File: src/rtl/alu_pkg.sv
// Shared definitions for the time-shared ALU arbiter: op encodings and default widths.
package alu_pkg;

    localparam int ALU_OP_W   = 3;
    localparam int ALU_DATA_W = 32;

    typedef enum logic [ALU_OP_W-1:0] {
        ALU_ADD = 3'b000,
        ALU_SUB = 3'b001,
        ALU_AND = 3'b010,
        ALU_OR  = 3'b011
    } alu_op_e;

endpackage

File: src/rtl/rr_arbiter.sv
// Combinational round-robin arbiter. The search begins one past ptr and wraps;
// the first asserted request wins. Produces a one-hot grant plus its index.
module rr_arbiter #(
    parameter int N = 3,
    parameter int W = $clog2(N)
) (
    input  logic [N-1:0] req,
    input  logic [W-1:0] ptr,
    output logic [N-1:0] gnt,
    output logic [W-1:0] idx,
    output logic         any
);

    // Walk the requests in rotated order and pick the first one set.
    always_comb begin
        int   p;
        logic found;
        gnt   = '0;
        idx   = '0;
        any   = 1'b0;
        p     = 0;
        found = 1'b0;
        for (int k = 0; k < N; k++) begin
            p = int'(ptr) + 1 + k;
            if (p >= N) p = p - N;
            if (p >= N) p = p - N;
            if (!found && req[p]) begin
                found  = 1'b1;
                gnt[p] = 1'b1;
                idx    = p[W-1:0];
            end
        end
        any = found;
    end

endmodule

File: src/rtl/alu_share_arb.sv
// Shares one combinational ALU among NUM_REQ requesters. Grants round-robin,
// captures the ALU output into a single owner-tagged result register, and
// supports drain-and-accept in the same cycle for one op per cycle.
module alu_share_arb
    import alu_pkg::*;
#(
    parameter int NUM_REQ = 3,
    parameter int DATA_W  = ALU_DATA_W
) (
    input  logic                               clk,
    input  logic                               rst_n,
    input  logic [NUM_REQ-1:0]                 req_valid,
    output logic [NUM_REQ-1:0]                 req_ready,
    input  logic [NUM_REQ-1:0][ALU_OP_W-1:0]   req_op,
    input  logic [NUM_REQ-1:0][DATA_W-1:0]     req_src1,
    input  logic [NUM_REQ-1:0][DATA_W-1:0]     req_src2,
    output logic [NUM_REQ-1:0]                 rsp_valid,
    input  logic [NUM_REQ-1:0]                 rsp_ready,
    output logic [DATA_W-1:0]                  rsp_result,
    output logic                               rsp_zero,
    output logic [ALU_OP_W-1:0]                alu_control,
    output logic [DATA_W-1:0]                  alu_src1,
    output logic [DATA_W-1:0]                  alu_src2,
    input  logic [DATA_W-1:0]                  alu_result,
    input  logic                               alu_zero
);

    localparam int ID_W = $clog2(NUM_REQ);

    logic [ID_W-1:0]    rr_ptr;
    logic [ID_W-1:0]    owner;
    logic               out_valid;
    logic [NUM_REQ-1:0] gnt;
    logic [ID_W-1:0]    gnt_idx;
    logic               gnt_any;
    logic               slot_free;
    logic               accept;

    rr_arbiter #(.N(NUM_REQ), .W(ID_W)) u_rr (
        .req (req_valid),
        .ptr (rr_ptr),
        .gnt (gnt),
        .idx (gnt_idx),
        .any (gnt_any)
    );

    // The slot is free when empty or when the current owner is draining it now.
    always_comb begin
        slot_free = !out_valid || rsp_ready[owner];
        req_ready = slot_free ? gnt : '0;
        accept    = gnt_any && slot_free;
    end

    // Route the granted requester onto the shared ALU; park it at zero when idle.
    always_comb begin
        alu_control = ALU_ADD;
        alu_src1    = '0;
        alu_src2    = '0;
        if (gnt_any) begin
            alu_control = req_op[gnt_idx];
            alu_src1    = req_src1[gnt_idx];
            alu_src2    = req_src2[gnt_idx];
        end
    end

    // Result register and round-robin pointer; the pointer moves only on accept.
    always_ff @(posedge clk or negedge rst_n) begin
        if (!rst_n) begin
            out_valid  <= 1'b0;
            owner      <= '0;
            rsp_result <= '0;
            rsp_zero   <= 1'b0;
            rr_ptr     <= ID_W'(NUM_REQ - 1);
        end else if (accept) begin
            out_valid  <= 1'b1;
            owner      <= gnt_idx;
            rsp_result <= alu_result;
            rsp_zero   <= alu_zero;
            rr_ptr     <= gnt_idx;
        end else if (out_valid && rsp_ready[owner]) begin
            out_valid  <= 1'b0;
        end
    end

    // Only the owner sees a valid response; out_valid clears asynchronously on reset.
    always_comb begin
        rsp_valid        = '0;
        rsp_valid[owner] = out_valid;
    end

    a_ready_onehot : assert property (@(posedge clk) disable iff (!rst_n)
        $onehot0(req_ready));
    a_rsp_onehot : assert property (@(posedge clk) disable iff (!rst_n)
        $onehot0(rsp_valid));
    a_rsp_hold : assert property (@(posedge clk) disable iff (!rst_n)
        (rsp_valid[owner] && !rsp_ready[owner]) |=> $stable(rsp_result));

endmodule

File: config.mk
export PLATFORM = sky130hd
export DESIGN_NAME = alu_share_arb
export DESIGN_NICKNAME = d
export VERILOG_FILES = /design/src/rtl/alu_pkg.sv /design/src/rtl/rr_arbiter.sv /design/src/rtl/alu_share_arb.sv
export SDC_FILE = /design/constraint.sdc
export NUM_CORES = 1
export LEC_CHECK = 0
export ABC_AREA = 1
export CAP_MARGIN = 20
export CORE_AREA = 4 4 135 137
export CTS_CLUSTER_SIZE = 30
export DETAILED_ROUTE_END_ITERATION = 16
export DIE_AREA = 0 0 139 141
export GPL_ROUTABILITY_DRIVEN = 0
export PLACE_DENSITY = 0.58
export SLEW_MARGIN = 5
export SYNTH_ARGS = -nofsm -noshare
export SYNTH_HDL_FRONTEND = slang
export SYNTH_HIERARCHICAL = 1
export SYNTH_SLANG_ARGS = --single-unit
File: constraint.sdc
create_clock -name clk -period 6.3 [get_ports clk]
set_clock_uncertainty 0.05 [all_clocks]
set_input_delay 1.575 -clock clk [delete_from_list [all_inputs] [get_ports clk]]
set_output_delay 1.575 -clock clk [all_outputs]
set_load 0.02 [all_outputs]
Yosys cells after proc, flatten, opt, wreduce, memory -nomap -nowiden. Index checks and enable logic that the tools add are counted. Widths: inputs -> output; s select.

Reduce and logical (&&, ||, !) cells: 13. Order comparisons: 15. Bitwise operators: 3. Muxes and demuxes: 46. $add $sub $neg: 9.

Operator list (number): $mux 32 (10); $ge 32x3->1 const B (5); $sub 32x3->32 const B (5); $bmux 32 s2 (2); $ge 32x1->1 const B (3); $lt 32x4->1 const B (3); $add 32x2->32 const B (1); $add 32x3->32 const B (1); $mux 3 (6); $mux 1 (16); $bmux 1 s2 (4); $demux 1 s2 (4); $logic_and 1x1->1 (8); $bmux 3 s2 (1); $lt 2x3->1 const B (2); $mux 2 (3); $or 3x3->3 (2); $sub 3x2->4 const B (1); $add 2x1->3 const B (1); $and 3x3->3 (1); $ge 3x2->1 const B (1); $logic_not 1->1 (3); $ge 2x1->1 const B (1); $reduce_bool 2->1 (1); $logic_or 1x1->1 (1).

Bits of input ports: 242. Word-level logic and storage cells: 91. Output and inout port bits: 106. Bits in registers: 38.

Longest topological paths before layout. Gate-level depths: netlist of the first run.

Depth after elaboration: 18. Gate-level depth with buffers: 19. Mapped depth without buffers: 15.

Modules after synthesis. The synthesis of the first run kept the hierarchy.

Modules (own cells, without submodules): alu_share_arb (cells an instance 554, area an instance 3415.8 µm², seq. area each 927.1 µm², times used 1); rr_arbiter (cells an instance 60, area an instance 327.8 µm², seq. area each 0.0 µm², times used 1).

Worst setup path after synthesis of the first run. Ideal clock, no wire load.

Path kind: in2out. Start: input req_valid[2]. End: output alu_src2[16]. Arrival time: 3.065 ns. Stages on the path: 13. Path buffers: 3. Path slack: 1.610 ns. Cell sequence: inv_1 o21ai_1 nand2_1 nand2_2 clkinv_2 nand3_2 nand2_1 buf_4 inv_2 buf_4 clkbuf_2 o21ai_0 a21oi_1.

Word-level cells in the longest chain between the ends: 13. Elaborated cells between the ends (all ways): 22. Those cells by class: mux (18); reduce/logical (4).

Ends and longest elaborated chain: start, declared (line alu_share_arb.sv:12) `input logic [NUM_REQ-1:0] req_valid,`; $bmux 1 s2 (line rr_arbiter.sv:27) `if (!found && req[p]) begin`; $mux 1 (not written as such) (2 in series) (line rr_arbiter.sv:27); $mux 1 (line rr_arbiter.sv:27); $logic_not 1->1 (line rr_arbiter.sv:27); $logic_and 1x1->1 (line rr_arbiter.sv:27); $mux 1 (line rr_arbiter.sv:27); $logic_not 1->1 (line rr_arbiter.sv:27); $logic_and 1x1->1 (line rr_arbiter.sv:27); $mux 2 * (line rr_arbiter.sv:27); net gnt_idx[0] (line alu_share_arb.sv:34) `logic [ID_W-1:0] gnt_idx;`; $bmux 32 s2 * (line alu_share_arb.sv:62) `alu_src2 = req_src2[gnt_idx];`; $mux 32 (not written as such) * (line alu_share_arb.sv:62); $mux 32 * (line alu_share_arb.sv:59) `if (gnt_any) begin`; end, declared (line alu_share_arb.sv:23) `output logic [DATA_W-1:0] alu_src2,`.

Mark *: on every way through the listed nets, which the timed path passes. The rest lies on a longest branch. The select of a mux whose other input is x is not followed.

Worst setup path in the final report of the first run.
Start: input req_valid[2]. End: output alu_src2[6].

Same word-level chain as after synthesis.

==> key figures, run 1 <==
Worst setup path
  • WS Path Type: primary input to primary output
  • CP endpoint: alu_src2[6]
  • R2r endpoint: rsp_result[2]$_DFFE_PN0P_
  • Worst path cell trace: clkdlybuf4s50_1 > inv_1 > o21ai_1 > nand2_1 > nand2_2 > clkinv_2 > nand3_2 > nand2_2 > inv_2 > buf_4 > o21ai_0 > a21oi_1 > clkdlybuf4s50_1
  • R2r startpoint: rr_ptr[0]$_DFFE_PN0P_
  • CP required: 4.68 ns
  • Crit-path slowest cell: clkdlybuf4s50_1
  • Critical path buffers and inverters: 6
  • Arrival time at the worst endpoint: 4.36 ns
  • CP max stage delay: between 0.6 and 0.7 ns
  • Worst R2R Setup Slack: between 3 and 4 ns
  • Worst-path fanout max: 18
  • Reg2reg path depth: 12
  • CP top delay family: buffers and inverters
  • Critical path depth in cells: 13
  • CP startpoint: req_valid[2]
  • Critical Path Sink Type: primary output
  • CP startpoint kind: primary input

Hold path
  • Worst hold path depth: 2
  • Worst min path class: register to register

Clock network
  • Post-CTS Hold Buffers: 0
  • Sinks on Clock Net: 37
  • H-tree levels: 2
  • Clock-pin slew on the worst setup and hold paths: 0.06 ns
  • CTS tree: yes
  • Worst-skew pair later-pin latency: 0.28 ns
  • Num CTS Buffers: 5
  • Post-CTS Setup Bufs: 0
  • Clk buf depth: 2
  • Root Buffer: clkbuf_16
  • Post-CTS sizing: 0

Timing
  • Crit share post-route: 95.0%
  • Worst-Margin Slew: 0.852 ns
  • Endpoints failing setup: 0
  • Final setup TNS: 0 ns
  • Tmin final: around 6 ns
  • RSZ-0062 raised after global routing: false
  • Fmax: 167 MHz
  • Slew HR: 43.2%
  • Final Worst Setup Slack: about 0.32 ns
  • Max-slew violation count: 0
  • Final hold vios: 0

Final layout
  • Layout cells sized above 1: under 10%
  • Final Instance Count excl. Fillers: approximately 1,200
  • Synth-to-Final Area Change: 99.9%
  • Final Cell Area: 0.00748 mm²
  • Final net count: 1,179
  • # fillers: between 1,500 and 2,000

Synthesis
  • Avg Cell Area, Syn: 6.10 µm²
  • Share of Yosys cell area claimed by the top area cell type: around 24%
  • Number of synthesized flops with an enable pin: 0
  • Top cells by area, synth: dfrtp_1, nand2_1, nor2_1
  • Top FF cell, synth: dfrtp_1
  • Post-synthesis async set-or-reset flop share: 100%
  • Synthesized flop and latch total: 37
  • Warnings, synthesis: 6
  • Post-Synthesis Cell Area: 0.00374 mm²
  • Post-synth top area cell: dfrtp_1
  • Cell variety after synth: 30
  • Sequential share of the synthesized area: between 20% and 30%
  • Top cells by count, synth: nand2_1, nor2_1, a21oi_1
  • Cell with the most instances after synthesis: nand2_1
  • Mapped Cells: 614
  • Mapped Nets: 860

Run
  • Max-cap violation count: 0

Die
  • Initial Util: 21.9%
  • Die Area: 0.0196 mm²
  • Die width: 139 µm
  • Ports: about 350
  • Core area: 0.0171 mm²
  • Site row count: 48
  • Die H: 141 µm

Placed design
  • I/O Buffers: 347
  • Dpl cells: between 1,000 and 1,500
  • Post-DP Area: 0.00729 mm²
  • DP Worst Slack: ~0.29 ns
  • Hpwl dp: 15,100 µm

Detailed routing
  • Routed length per instance: approximately 17 µm
  • Vias: 5,133
  • Residual DRC: 0
  • Drt total wl: 19,200 µm
  • First-pass iteration count of the detailed router: 5
  • Number of vias per cell: ~4.4
  • Post-DRT Antenna Nets: 0
  • Initial detailed-routing violation count: 207

GRT
  • Number of global-route vias before repair: about 5,000
  • Gr usage total: 18.1%
  • Initial antenna violation count: 1
  • First-pass GRT wire length: 28,400 µm
  • Total grt overflow: 0
  • Largest net degree at the start of global routing: 51

Power and ir drop
  • Cell Pwr Density: 783 mW/mm²
  • Peak supply drop: around 0.61 mV
  • Static leakage: 3.10 nW

Status
  • Status: finished clean
-- worst min path at each step --
stage / startpoint / end
5_1_grt: rsp_result[9]$_DFFE_PN0P_ / rsp_result[9]$_DFFE_PN0P_
3_5_place_dp: rsp_result[21]$_DFFE_PN0P_ / rsp_result[21]$_DFFE_PN0P_
4_1_cts: rsp_result[5]$_DFFE_PN0P_ / rsp_result[5]$_DFFE_PN0P_
2_1_floorplan: rr_ptr[1]$_DFFE_PN1P_ / rr_ptr[1]$_DFFE_PN1P_
3_3_place_gp: rsp_result[7]$_DFFE_PN0P_ / rsp_result[7]$_DFFE_PN0P_
6_report: rsp_result[14]$_DFFE_PN0P_ / rsp_result[14]$_DFFE_PN0P_
-- worst reg2reg max path, cell delays in order, from the launching register on --
cell and delay, ns:
dfrtp_1 0.51, inv_1 0.11, ha_1 0.54, nand2_1 0.12, nand3_2 0.12, nand2_4 0.07
nand2_2 0.07, clkinv_2 0.07, nand3_2 0.09, buf_4 0.49, nand2_4 0.41, nand2_1 0.19
nand2_1 0.06
-- per-layer routing --
| metal | up-vias | global-route usage, % | part of all wire (%) |
|---|---|---|---|
| met5 | - | 0 | 0 |
| met4 | 0 | 5.05 | 2.4 |
| met3 | 27 | 5.83 | 9.0 |
| met2 | 232 | 31.1 | 48 |
| met1 | 2269 | 21.8 | 40 |
| li1 | 2605 | - | - |
-- cell families after synthesis --
logic type	synth area share, %
compound gates	18.6
simple gates	43.2
flops	24.8
buf+inv	12.1
fa+ha+maj	1.34
-- power by group --
group	total, W	internal (W)	switching (W)	leakage (nW)
Combinational	0.00510	0.00213	0.00298	2.55
Clock	0.000327	0.000228	0.0000993	0.0944
Sequential	0.000425	0.000362	0.0000629	0.449
-- metrics by stage --
stage	util, %	hold slack (ns)	power, W
3_3_place_gp	42.7	0.402	0.00560
6_report	43.9	0.419	0.00586
4_1_cts	43.9	0.423	0.00594
2_1_floorplan	-	0.411	0.00347
5_1_grt	43.9	0.440	0.00635
3_5_place_dp	42.7	0.408	0.00557
-- area by class of cell --
type	count	area [µm²]	area share (%)
Clock buffer	5	125	1.67
Tap cell	225	282	3.76
Timing Repair Buffer	361	3610	48.3
Sequential cell	37	927	12.4
Inverter	24	93.8	1.25
Antenna cell	1	2.50	0.0334
Clock inverter	3	68.8	0.920
Multi-Input combinational cell	504	2370	31.7
-- state kept, by name, summed over array words and instances, names as in the netlist --
name,flops
rsp_result,32
rr_ptr,2
out_valid,1
owner,1
rsp_zero,1
-- placed cells by master (no fill, tap or decap), drive strengths merged --
cell	n
clkdlybuf4s50	346
nand2	170
nor2	138
o21ai	70
a21oi	67
nand3	49
dfrtp	36
inv	24
buf	15
clkbuf	5
nor3	4
ha	4
bufinv	2
diode	1
dfstp	1
clkinv	1
nand3b	1
a31oi	1
Power figures use the tool's default switching activity.
==> run 2, diff against run 1 <==
--- a/config.mk
+++ b/config.mk
@@ -7,12 +7,13 @@
 export LEC_CHECK = 0
 export ABC_AREA = 1
 export CAP_MARGIN = 20
-export CORE_AREA = 4 4 135 137
+export CORE_AREA = 4 4 133 135
 export CTS_CLUSTER_SIZE = 30
 export DETAILED_ROUTE_END_ITERATION = 16
-export DIE_AREA = 0 0 139 141
+export DIE_AREA = 0 0 137 139
 export GPL_ROUTABILITY_DRIVEN = 0
-export PLACE_DENSITY = 0.58
+export GPL_TIMING_DRIVEN = 0
+export PLACE_DENSITY = 0.6
 export SLEW_MARGIN = 5
 export SYNTH_ARGS = -nofsm -noshare
 export SYNTH_HDL_FRONTEND = slang
==> constraint.sdc (replaced) <==
create_clock -name clk -period 6.4 [get_ports clk]
set_clock_uncertainty 0.05 [all_clocks]
set_input_delay 1.6 -clock clk [delete_from_list [all_inputs] [get_ports clk]]
set_output_delay 1.6 -clock clk [all_outputs]
set_load 0.02 [all_outputs]
==> key figures, run 2 (synthesized netlist as in run 1, its figures left out) <==
Clock network
  • Sinks on Clock Net: 37 (unchanged)
  • Root Buffer: clkbuf_16
  • Clock-pin slew on the worst setup and hold paths: 0.05 ns (about the same)
  • Worst-skew pair later-pin latency: 0.27 ns (about the same)
  • Num CTS Buffers: 5 (unchanged)
  • Post-CTS Setup Bufs: 0 (unchanged)
  • H-tree levels: 2 (unchanged)
  • CTS tree: yes
  • Clk buf depth: 2 (unchanged)
  • Post-CTS Hold Buffers: 0 (unchanged)

Die
  • Ports: 348 (unchanged)
  • Site row count: 47 (-2.1%)
  • Die H: 139 µm (-1.4%)
  • Die width: 137 µm (-1.4%)
  • Initial Util: 22.7% (+0.79 points)
  • Core area: 0.0165 mm² (-3.5%)
  • Die Area: 0.0190 mm² (-2.8%)

Timing
  • RSZ-0062 raised after global routing: false
  • Slew HR: 56.5% (+13 points)
  • Worst hold slack: 0.415 ns (-0.00382 ns)
  • Final hold vios: 0 (unchanged)
  • Endpoints failing setup: 0 (unchanged)
  • Final setup TNS: 0 ns (unchanged)
  • Tmin final: 6.20 ns
  • Worst-Margin Slew: 0.653 ns (-0.200 ns)
  • Crit share post-route: between 90 and 100%
  • Final Worst Setup Slack: 0.199 ns (-0.119 ns)
  • Max-slew violation count: 0 (unchanged)
  • Fmax: around 160 MHz

Final layout
  • Layout cells sized above 1: 10.0% (+1.9 points)
  • FF+latch area: 927 µm² (unchanged)
  • Final net count: 1,215 (+3.1%)
  • Biggest regs: rsp_result x32, rr_ptr x2
  • Final Instance Count excl. Fillers: 1,191 (+2.7%)
  • Multi-input gate area: 0.00237 mm² (-0.26%)
  • Synth-to-Final Area Change: 105%
  • # fillers: 1,665 (-5.6%)
  • Leading cell type in the layout, fill and taps excluded: clkdlybuf4s50_1
  • Register with the most flip-flops: rsp_result
  • Most frequent cells in the layout: clkdlybuf4s50_1, nand2_1, nor2_1, a21oi_1, o21ai_0
  • Final Util: 46.6% (+2.7 points)
  • Max FFs per register: 32 (unchanged)

Detailed routing
  • First-pass iteration count of the detailed router: 5 (unchanged)
  • Initial detailed-routing violation count: 242 (+17%)
  • Post-DRT Antenna Nets: 0 (unchanged)
  • Vias: 5,261 (+2.5%)
  • Residual DRC: 0 (unchanged)
  • Drt total wl: 20,500 µm (+6.6%)
  • Routed length per instance: 17.2 µm (+3.9%)
  • Number of vias per cell: 4.42 (-0.17%)

Placed design
  • Dpl cells: 1,182 (+2.7%)
  • I/O Buffers: 347 (unchanged)
  • Hpwl dp: 17,000 µm (+12%)
  • DP Worst Slack: 0.173 ns (-0.119 ns)

Worst setup path
  • Worst-path fanout max: 10 (-8)
  • Critical Path Sink Type: primary output
  • R2r endpoint: rr_ptr[1]$_DFFE_PN1P_
  • WS Path Type: primary input to primary output
  • CP required: 4.75 ns (+0.07 ns)
  • Reg2reg path depth: 15 (+3)
  • CP startpoint kind: primary input
  • Arrival time at the worst endpoint: 4.55 ns (+0.19 ns)
  • R2r startpoint: rr_ptr[0]$_DFFE_PN0P_
  • Worst R2R Setup Slack: 3.73 ns (+0.43 ns)

GRT
  • Number of global-route vias before repair: 5,211 (+4.4%)
  • Gr usage total: 20.1% (+1.9 points)
  • Initial antenna violation count: 1 (unchanged)
  • Total grt overflow: 0 (unchanged)
  • Largest net degree at the start of global routing: 34 (-33%)
  • First-pass GRT wire length: 29,500 µm (+3.8%)

Power and ir drop
  • Static leakage: 3.24 nW (+4.5%)
  • Cell Pwr Density: 780 mW/mm² (-0.37%)
  • Peak supply drop: 0.550 mV (-10%)

Hold path
  • Worst hold path depth: 2 (unchanged)
  • Worst min path class: register to register
  • Hold path startpoint: rsp_result[24]$_DFFE_PN0P_
  • Min-Delay Endpoint: rsp_result[24]$_DFFE_PN0P_

Run
  • Max-cap violation count: 0 (unchanged)

Status
  • Status: finished clean
[run 2: cell types whose count changed in the layout (fill, tap and decap cells not counted), moves of 2 or more]
cell,change
nand2_2,-2
bufinv_16,-2
buf_1,+2
nand2_1,+2
clkbuf_2,+2
clkbuf_1,+11
buf_2,+13
clkbuf_8,+5
buf_6,+4
[run 2: timing repair]
item | 4_1_cts | 5_1_grt
gates resized for setup | 0 | 2
endpoints found under the hold margin | 0 | 0
endpoints found under the setup margin | 0 | 2
[run 2: final cells by class]
cell class	count	share of cell area (%)
buffer	49	4.70
inverter	24	1.22
clock buffer	7	1.99
antenna	1	0.0326
clock inverter	1	0.0652
sequential	37	12.1
timing repair buffer	348	45.5
tap	220	3.59
multi-input combinational	504	30.8
[run 2: power breakdown]
| part | switching, W | leakage, nW | internal [W] |
|---|---|---|---|
| Clock | 0.0000895 | 0.0799 | 0.000165 |
| Combinational | 0.00308 | 2.71 | 0.00223 |
| Sequential | 0.0000658 | 0.449 | 0.000357 |
| Total | 0.00323 | 3.24 | 0.00275 |
[run 2: critical path, cell delays in order]
cell and delay (ns):
clkdlybuf4s50_1 0.52, inv_1 0.10, o21ai_1 0.17, nand2_1 0.11, nand2_2 0.08, clkinv_2 0.08, nand3_2 0.07, nand2_1 0.06
buf_4 0.16, inv_2 0.07, buf_4 0.17, clkbuf_2 0.30, o21ai_1 0.14, a21oi_2 0.25, clkdlybuf4s50_1 0.65
[run 2: worst max path at each step]
stage | start | to | slack (ns) | cells after the start
3_3_place_gp | req_valid[2] | alu_src2[21] | 0.18 | 15
5_1_grt | req_valid[2] | alu_src2[19] | 0.04 | 15
4_1_cts | req_valid[2] | alu_src2[19] | 0.16 | 15
6_report | req_valid[2] | alu_src2[19] | 0.20 | 15
3_5_place_dp | req_valid[2] | alu_src2[19] | 0.17 | 15
2_1_floorplan | req_valid[2] | alu_src2[16] | 1.66 | 13
[run 2: stage by stage]
| step | cell area, µm² | power (W) |
|---|---|---|
| 2_1_floorplan | 3740 | 0.00342 |
| 3_3_place_gp | 7490 | 0.00575 |
| 3_5_place_dp | 7510 | 0.00574 |
| 4_1_cts | 7660 | 0.00603 |
| 5_1_grt | 7670 | 0.00645 |
| 6_report | 7670 | 0.00598 |
[run 2: layer usage]
layer	track usage (%)	share of wire, %
met2	35.0	48
met3	6.46	10
met5	0	0
met4	2.94	1.2
met1	24.5	40
